<file path="src/rtl/regdesloc_univ.sv">
// Parametrised universal shift register with rotate, arithmetic
// shift, serial tap and an autonomous WIDTH-bit serial burst.
module regdesloc_univ #(
  parameter int WIDTH     = 8,
  parameter bit MSB_FIRST = 1'b1
) (
  input  logic             clk,
  input  logic             rst,
  input  logic [2:0]       op,
  input  logic             in_serial,
  input  logic [WIDTH-1:0] in_paralelo,
  output logic [WIDTH-1:0] outreg,
  output logic             out_serial,
  output logic             busy,
  output logic             done
);

  localparam int CW = $clog2(WIDTH + 1);

  localparam logic [CW-1:0] CNT_FULL = CW'(WIDTH);
  localparam logic [CW-1:0] CNT_ONE  = CW'(1);
  localparam logic [CW-1:0] CNT_ZERO = '0;

  localparam logic [2:0] OP_NOP   = 3'd0;
  localparam logic [2:0] OP_SHL   = 3'd1;
  localparam logic [2:0] OP_SHR   = 3'd2;
  localparam logic [2:0] OP_LOAD  = 3'd3;
  localparam logic [2:0] OP_ROL   = 3'd4;
  localparam logic [2:0] OP_ROR   = 3'd5;
  localparam logic [2:0] OP_ASR   = 3'd6;
  localparam logic [2:0] OP_BURST = 3'd7;

  typedef enum logic {
    IDLE  = 1'b0,
    SHIFT = 1'b1
  } state_t;

  state_t           state_q, state_d;
  logic [CW-1:0]    cnt_q, cnt_d;
  logic [WIDTH-1:0] reg_q, reg_d;
  logic             done_q, done_d;

  logic [WIDTH-1:0] shl_v, shr_v;
  logic [WIDTH-1:0] rol_v, ror_v;
  logic [WIDTH-1:0] asr_v, burst_v;

  // Candidate results for every shift flavour
  always_comb begin
    shl_v   = {reg_q[WIDTH-2:0], in_serial};
    shr_v   = {in_serial, reg_q[WIDTH-1:1]};
    rol_v   = {reg_q[WIDTH-2:0], reg_q[WIDTH-1]};
    ror_v   = {reg_q[0], reg_q[WIDTH-1:1]};
    asr_v   = {reg_q[WIDTH-1], reg_q[WIDTH-1:1]};
    burst_v = MSB_FIRST ? shl_v : shr_v;
  end

  // State, counter, data and done flops
  always_ff @(posedge clk or negedge rst) begin
    if (!rst) begin
      state_q <= IDLE;
      cnt_q   <= CNT_ZERO;
      reg_q   <= '0;
      done_q  <= 1'b0;
    end else begin
      state_q <= state_d;
      cnt_q   <= cnt_d;
      reg_q   <= reg_d;
      done_q  <= done_d;
    end
  end

  // Next-state: burst entry from idle, exit on final shift
  always_comb begin
    state_d = state_q;
    unique case (state_q)
      IDLE: begin
        if (op == OP_BURST) state_d = SHIFT;
      end
      SHIFT: begin
        if (cnt_q == CNT_ONE) state_d = IDLE;
      end
      default: state_d = IDLE;
    endcase
  end

  // Datapath: op decode when idle, serial shift when bursting
  always_comb begin
    reg_d  = reg_q;
    cnt_d  = cnt_q;
    done_d = 1'b0;
    unique case (state_q)
      IDLE: begin
        cnt_d = CNT_ZERO;
        unique case (op)
          OP_NOP:   reg_d = reg_q;
          OP_SHL:   reg_d = shl_v;
          OP_SHR:   reg_d = shr_v;
          OP_LOAD:  reg_d = in_paralelo;
          OP_ROL:   reg_d = rol_v;
          OP_ROR:   reg_d = ror_v;
          OP_ASR:   reg_d = asr_v;
          OP_BURST: cnt_d = CNT_FULL;
          default:  reg_d = reg_q;
        endcase
      end
      SHIFT: begin
        reg_d = burst_v;
        if (cnt_q != CNT_ZERO) cnt_d = cnt_q - CNT_ONE;
        done_d = (cnt_q == CNT_ONE);
      end
      default: begin
        cnt_d = CNT_ZERO;
      end
    endcase
  end

  // Outputs: registered status plus the serial tap
  always_comb begin
    outreg     = reg_q;
    busy       = (state_q == SHIFT);
    done       = done_q;
    out_serial = MSB_FIRST ? reg_q[WIDTH-1] : reg_q[0];
  end

endmodule

</file>
<file path="config.mk">
export PLATFORM = sky130hd
export DESIGN_NAME = regdesloc_univ
export DESIGN_NICKNAME = d
export VERILOG_FILES = /design/src/rtl/regdesloc_univ.sv
export SDC_FILE = /design/constraint.sdc
export NUM_CORES = 1
export LEC_CHECK = 0
export CAP_MARGIN = 30
export CORE_UTILIZATION = 35
export CTS_CLUSTER_DIAMETER = 120
export DETAILED_ROUTE_END_ITERATION = 10
export PLACE_DENSITY = 0.63
export SYNTH_ARGS = -nofsm -noshare
export SYNTH_HDL_FRONTEND = slang
export SYNTH_SLANG_ARGS = --single-unit
</file>
<file path="constraint.sdc">
create_clock -name clk -period 2 [get_ports clk]
set_input_delay 0.3 -clock clk [delete_from_list [all_inputs] [get_ports clk]]
set_output_delay 0.3 -clock clk [all_outputs]
set_load 0.005 [all_outputs]
</file>
# Word-level counts from Yosys, hierarchy flattened

Cells that the tools add are included.

Logic and storage cells: 30
Register bits after elaboration: 14
Output and inout bits: 11

Reduce and logical (&&, ||, !) cells: 2
Eq/ne operators: 12
Mux-type cells: 9
Add/sub/neg operators: 1
Bitwise operators: 1

Operator list:

| operator                                               | count |
|---|---|
| one-hot mux 8 bit (6 select lines)                     | 1 |
| one-hot mux 8 bit (2 select lines)                     | 1 |
| equality test 3 bit (second input constant)            | 4 |
| 2-to-1 mux 4 bit                                       | 2 |
| one-hot mux 4 bit (2 select lines)                     | 1 |
| inequality test 7 x 1 -> 1 bit (second input constant) | 1 |
| equality test 3 x 2 -> 1 bit (second input constant)   | 2 |
| inequality test 6 x 1 -> 1 bit (second input constant) | 1 |
| equality test 4 x 1 -> 1 bit (second input constant)   | 1 |
| nonzero test 4 bit                                     | 1 |
| subtractor 4 x 1 -> 4 bit (second input constant)      | 1 |
| equality test 3 x 1 -> 1 bit (second input constant)   | 1 |
| 2-to-1 mux 1 bit                                       | 3 |
| inequality test 2 x 1 -> 1 bit (second input constant) | 1 |
| inequality test 2 bit (second input constant)          | 1 |
| one-hot mux 1 bit (2 select lines)                     | 1 |
| AND reduction 2 bit                                    | 1 |
| inverter 1 bit                                         | 1 |

# Longest topological paths before layout

Word-level depth: 3
Gate-level depth with buffers: 6

# Worst setup path after synthesis

No wires, ideal clock.

Kind: register to register
Start: register state_q (netlist: busy)
End: register reg_q[7] (netlist: outreg[7])
Arrival time: 1208 ps
Cell stages (with the launch flop): 6
Clock period less this slack: 1333 ps
Path buffers: 1
Data required time: 1875 ps
Setup slack: 667 ps
Setup time: 125 ps
Path through: dfrtp_1 > clkbuf_1 > nor2b_1 > mux2i_2 > a22o_1 > mux2_2

Cells in the longest elaborated chain, start to end: 3

RTL lines:

| what                                                                                     | RTL line | source |
|---|---|---|
| start: declaration                                                                       | 38       | `state_t state_q, state_d;` |
| start signal: assignment                                                                 | 65       | `state_q <= state_d;` |
| inverter 1 bit                                                                           | 91       | `unique case (state_q)` |
| inequality test 6 x 1 -> 1 bit (no source line) or inequality test 2 bit (tied branches) | n/a      |  |
| AND reduction 2 bit (no source line)                                                     | n/a      |  |
| end signal: assignment                                                                   | 67       | `reg_q <= reg_d;` |
| end: declaration                                                                         | 40       | `logic [WIDTH-1:0] reg_q, reg_d;` |

Several ways; a longest one is shown, not always the timed one.
A chain may end at the register's enable or synchronous reset.

# Worst setup path in the final report

Start: register state_q (netlist: busy)
End: output port busy

RTL lines:

| what             | RTL line | source |
|---|---|---|
| end: declaration | 14       | `output logic busy,` |

No word-level cell between the ends.

==> flow_metrics.py <==
metrics = {
    "pwr": {
        "max-vdd-ir-drop_uv": 658,
        "power_mw": 1.60,
        "power.density_nw_per_um2": 1250,
        "leakagePower_nw": 0.538,
    },
    "sta": {
        "timing_hold_violations_final": 0,
        "period_share": 0.833,
        "tns_ns": 0,
        "finalCriticalPeriod_ns": 1.67,
        "tightest_slew_ns": 0.644,
        "finalWorstSetupSlack_ns": 0.333,
        "finClkSkew_ns": 0.00867,
        "slew_violations": 0,
        "rsz0062_at_grt": "no",
        "slew_headroom": 0.570,
        "setup_viol": 0,
        "max_freq_ghz": 0.600,
    },
    "yosys": {
        "ys_seq_area_frac": 0.373,
        "synth_area_leaders": "dfrtp_1, nand2_1, a311o_1",
        "synth_top_family_by_area": "compound AO/OA/AOI/OAI gates",
        "synthAdderAreaFrac": 0.0267,
        "synth-edff-count": 0,
        "yosys-mux-area-fraction": 0.0373,
        "synth_xor_area_frac": 0.00933,
        "synth-seq-cells": 14,
        "ys_warn_count": 0,
        "netlist_area_um2": 938,
        "syn-instance-count": 111,
        "synth-compound-area-share": 0.252,
        "synthSimpleGateAreaFrac": 0.233,
        "avgSynthCellArea_um2": 8.45,
        "synth_top_area_share": 0.373,
        "synth_cell_types": 33,
        "syn_nets": 127,
        "yosys.area.top_type": "dfrtp_1",
        "ys.flop_type": "dfrtp_1",
        "async_reset_ff_frac": 1.00,
    },
    "grt": {
        "grt_pass1_vias": 859,
        "grt_pass1_wl_mm": 3.88,
        "grt_max_degree": 26,
        "groute.usage.overall": 0.186,
        "globalRoute.totalOverflow": 0,
        "antenna_found_initial": 0,
    },
    "finish": {
        "nNetsFinal": 156,
        "multi_input_comb_area_um2": 524,
        "area_growth_pct": 36.0,
        "drive_gt1_frac": 0.122,
        "diodes": 0,
        "regArea_um2": 350,
        "fillers": 252,
        "final_area_um2": 1280,
    },
    "route": {
        "avgRoutedWirePerCell_um": 13.7,
        "drtIter0Drc": 22,
        "vias": 930,
        "avgViaCountPerCell": 5.50,
        "postRouteAntennaNets": 0,
        "drc_errors": 0,
        "first_pass_iters": 4,
        "wl_mm": 2.32,
    },
    "clock_tree": {
        "path_clk_slew_ns": 0.09,
        "clk_latency_ns": 0.28,
        "cts_hold_buffers": 0,
        "postCtsSetupRepairBufs": 0,
        "clockRootBuffer": "clkbuf_4",
        "cts.sinks": 14,
        "htree_num_levels": 1,
        "max-clock-path-buffers": 2,
        "cts_buffers": 3,
        "cts_resized": 0,
        "cts_tree": "yes",
    },
    "floorplan": {
        "die_h_um": 53.8,
        "io_pins": 25,
        "die_w_um": 53.8,
        "start_util": 0.375,
        "dieArea_um2": 2890,
        "core_um2": 2500,
        "fp-row-count": 18,
    },
    "worst_hold_path": {
        "hp-class": "input port to asynchronous set/reset pin",
    },
    "setup_path": {
        "crit_start": "busy",
        "rrSetupSlack_ns": 0.69,
        "cpMaxStageDelayCell": "clkdlybuf4s50_1",
        "reg2reg_from": "busy",
        "critPathTopFamily": "buffers and inverters",
        "path_class": "flip-flop to output port",
        "reg2reg_to": "outreg[7]",
        "path_max_fanout": 9,
        "critPathArrivalTime_ns": 1.37,
        "crit_path_cell_trace": "clkdlybuf4s50_1",
        "crit_required_ns": 1.70,
        "critPathMaxStageDelay_ns": 0.56,
        "start_kind": "flip-flop",
        "crit_buf_inv": 1,
        "critPathCaptureType": "output port",
        "r2r_cells": 4,
    },
    "placed_design": {
        "place_area_um2": 1240,
        "place.gp.congestion": 0.854,
        "portBuffers": 24,
        "dp_slack_ns": 0.124,
        "dp_hpwl_mm": 1.73,
    },
    "run": {
        "drv_cap": 0,
    },
    "outcome": {
        "status": "completed",
    },
}
[registers in the layout (all words and copies together), names as in the netlist]
signal and flops:
outreg 8, cnt_q 4, busy 1, done 1
[worst max-delay path by stage]
stage,endpoint,cells after the start
2_1_floorplan,outreg[7],5
3_3_place_gp,outreg[7],6
3_5_place_dp,outreg[7],6
4_1_cts,busy,1
5_1_grt,busy,1
6_report,busy,1
[logic make-up after synthesis]
kind of cell	after synthesis
buf+inv	11
compound gates	34
fa+ha+maj	2
simple gates	46
flops	14
xor+xnor	1
mux	3
[power breakdown]
part	internal, mW	switching, mW
Combinational	0.472	0.333
Sequential	0.423	0.169
Clock	0.111	0.0933
Total	1.01	0.595
[cell usage after synthesis, types with 2 or more instances]
library cell,count
a211oi_1,6
a21oi_1,9
a311o_1,6
and2_1,2
and3_1,2
buf_2,3
buf_4,3
clkbuf_1,2
dfrtp_1,14
ha_1,2
inv_1,2
nand2_1,18
nand4b_1,2
nor2_1,12
nor3_1,3
o211ai_1,2
o21ai_0,7
[metrics by stage]
step / util / instances / hold slack, ns
CTS: 0.511 / 169 / 0.440
detailed placement: 0.496 / 165 / 0.539
finish: 0.511 / 169 / 0.409
floorplan: - / 111 / 0.00441
global placement: 0.496 / 165 / 0.527
global route: 0.511 / 169 / 0.454
[metal layers]
| metal | share of wire | global-route usage | up-vias | wire [µm] |
|---|---|---|---|---|
| met5 | 0 | 0 | - | 0 |
| met4 | 0.013 | 0.0702 | 0 | 31 |
| met3 | 0.033 | 0.0254 | 4 | 77 |
| met2 | 0.48 | 0.309 | 21 | 1130 |
| met1 | 0.47 | 0.241 | 443 | 1090 |
| li1 | - | - | 462 | - |
[placed cells by master, fill, tap and decap left out, drive strengths merged, types with 3 or more instances in the layout]
| master | count |
|---|---|
| clkdlybuf4s50 | 24 |
| nand2 | 18 |
| dfrtp | 14 |
| nor2 | 13 |
| a21oi | 9 |
| buf | 9 |
| o21ai | 7 |
| a211oi | 6 |
| a311o | 6 |
| clkbuf | 4 |
| nor3 | 3 |
[area by class of cell]
class                   count  area share
clock buffers               4      0.0284
well taps                  30      0.0294
flip-flops and latches     14       0.275
inverters                   2     0.00588
multi-input cells          86       0.411
repair buffers             33       0.251
Power figures use the tool's default switching activity.
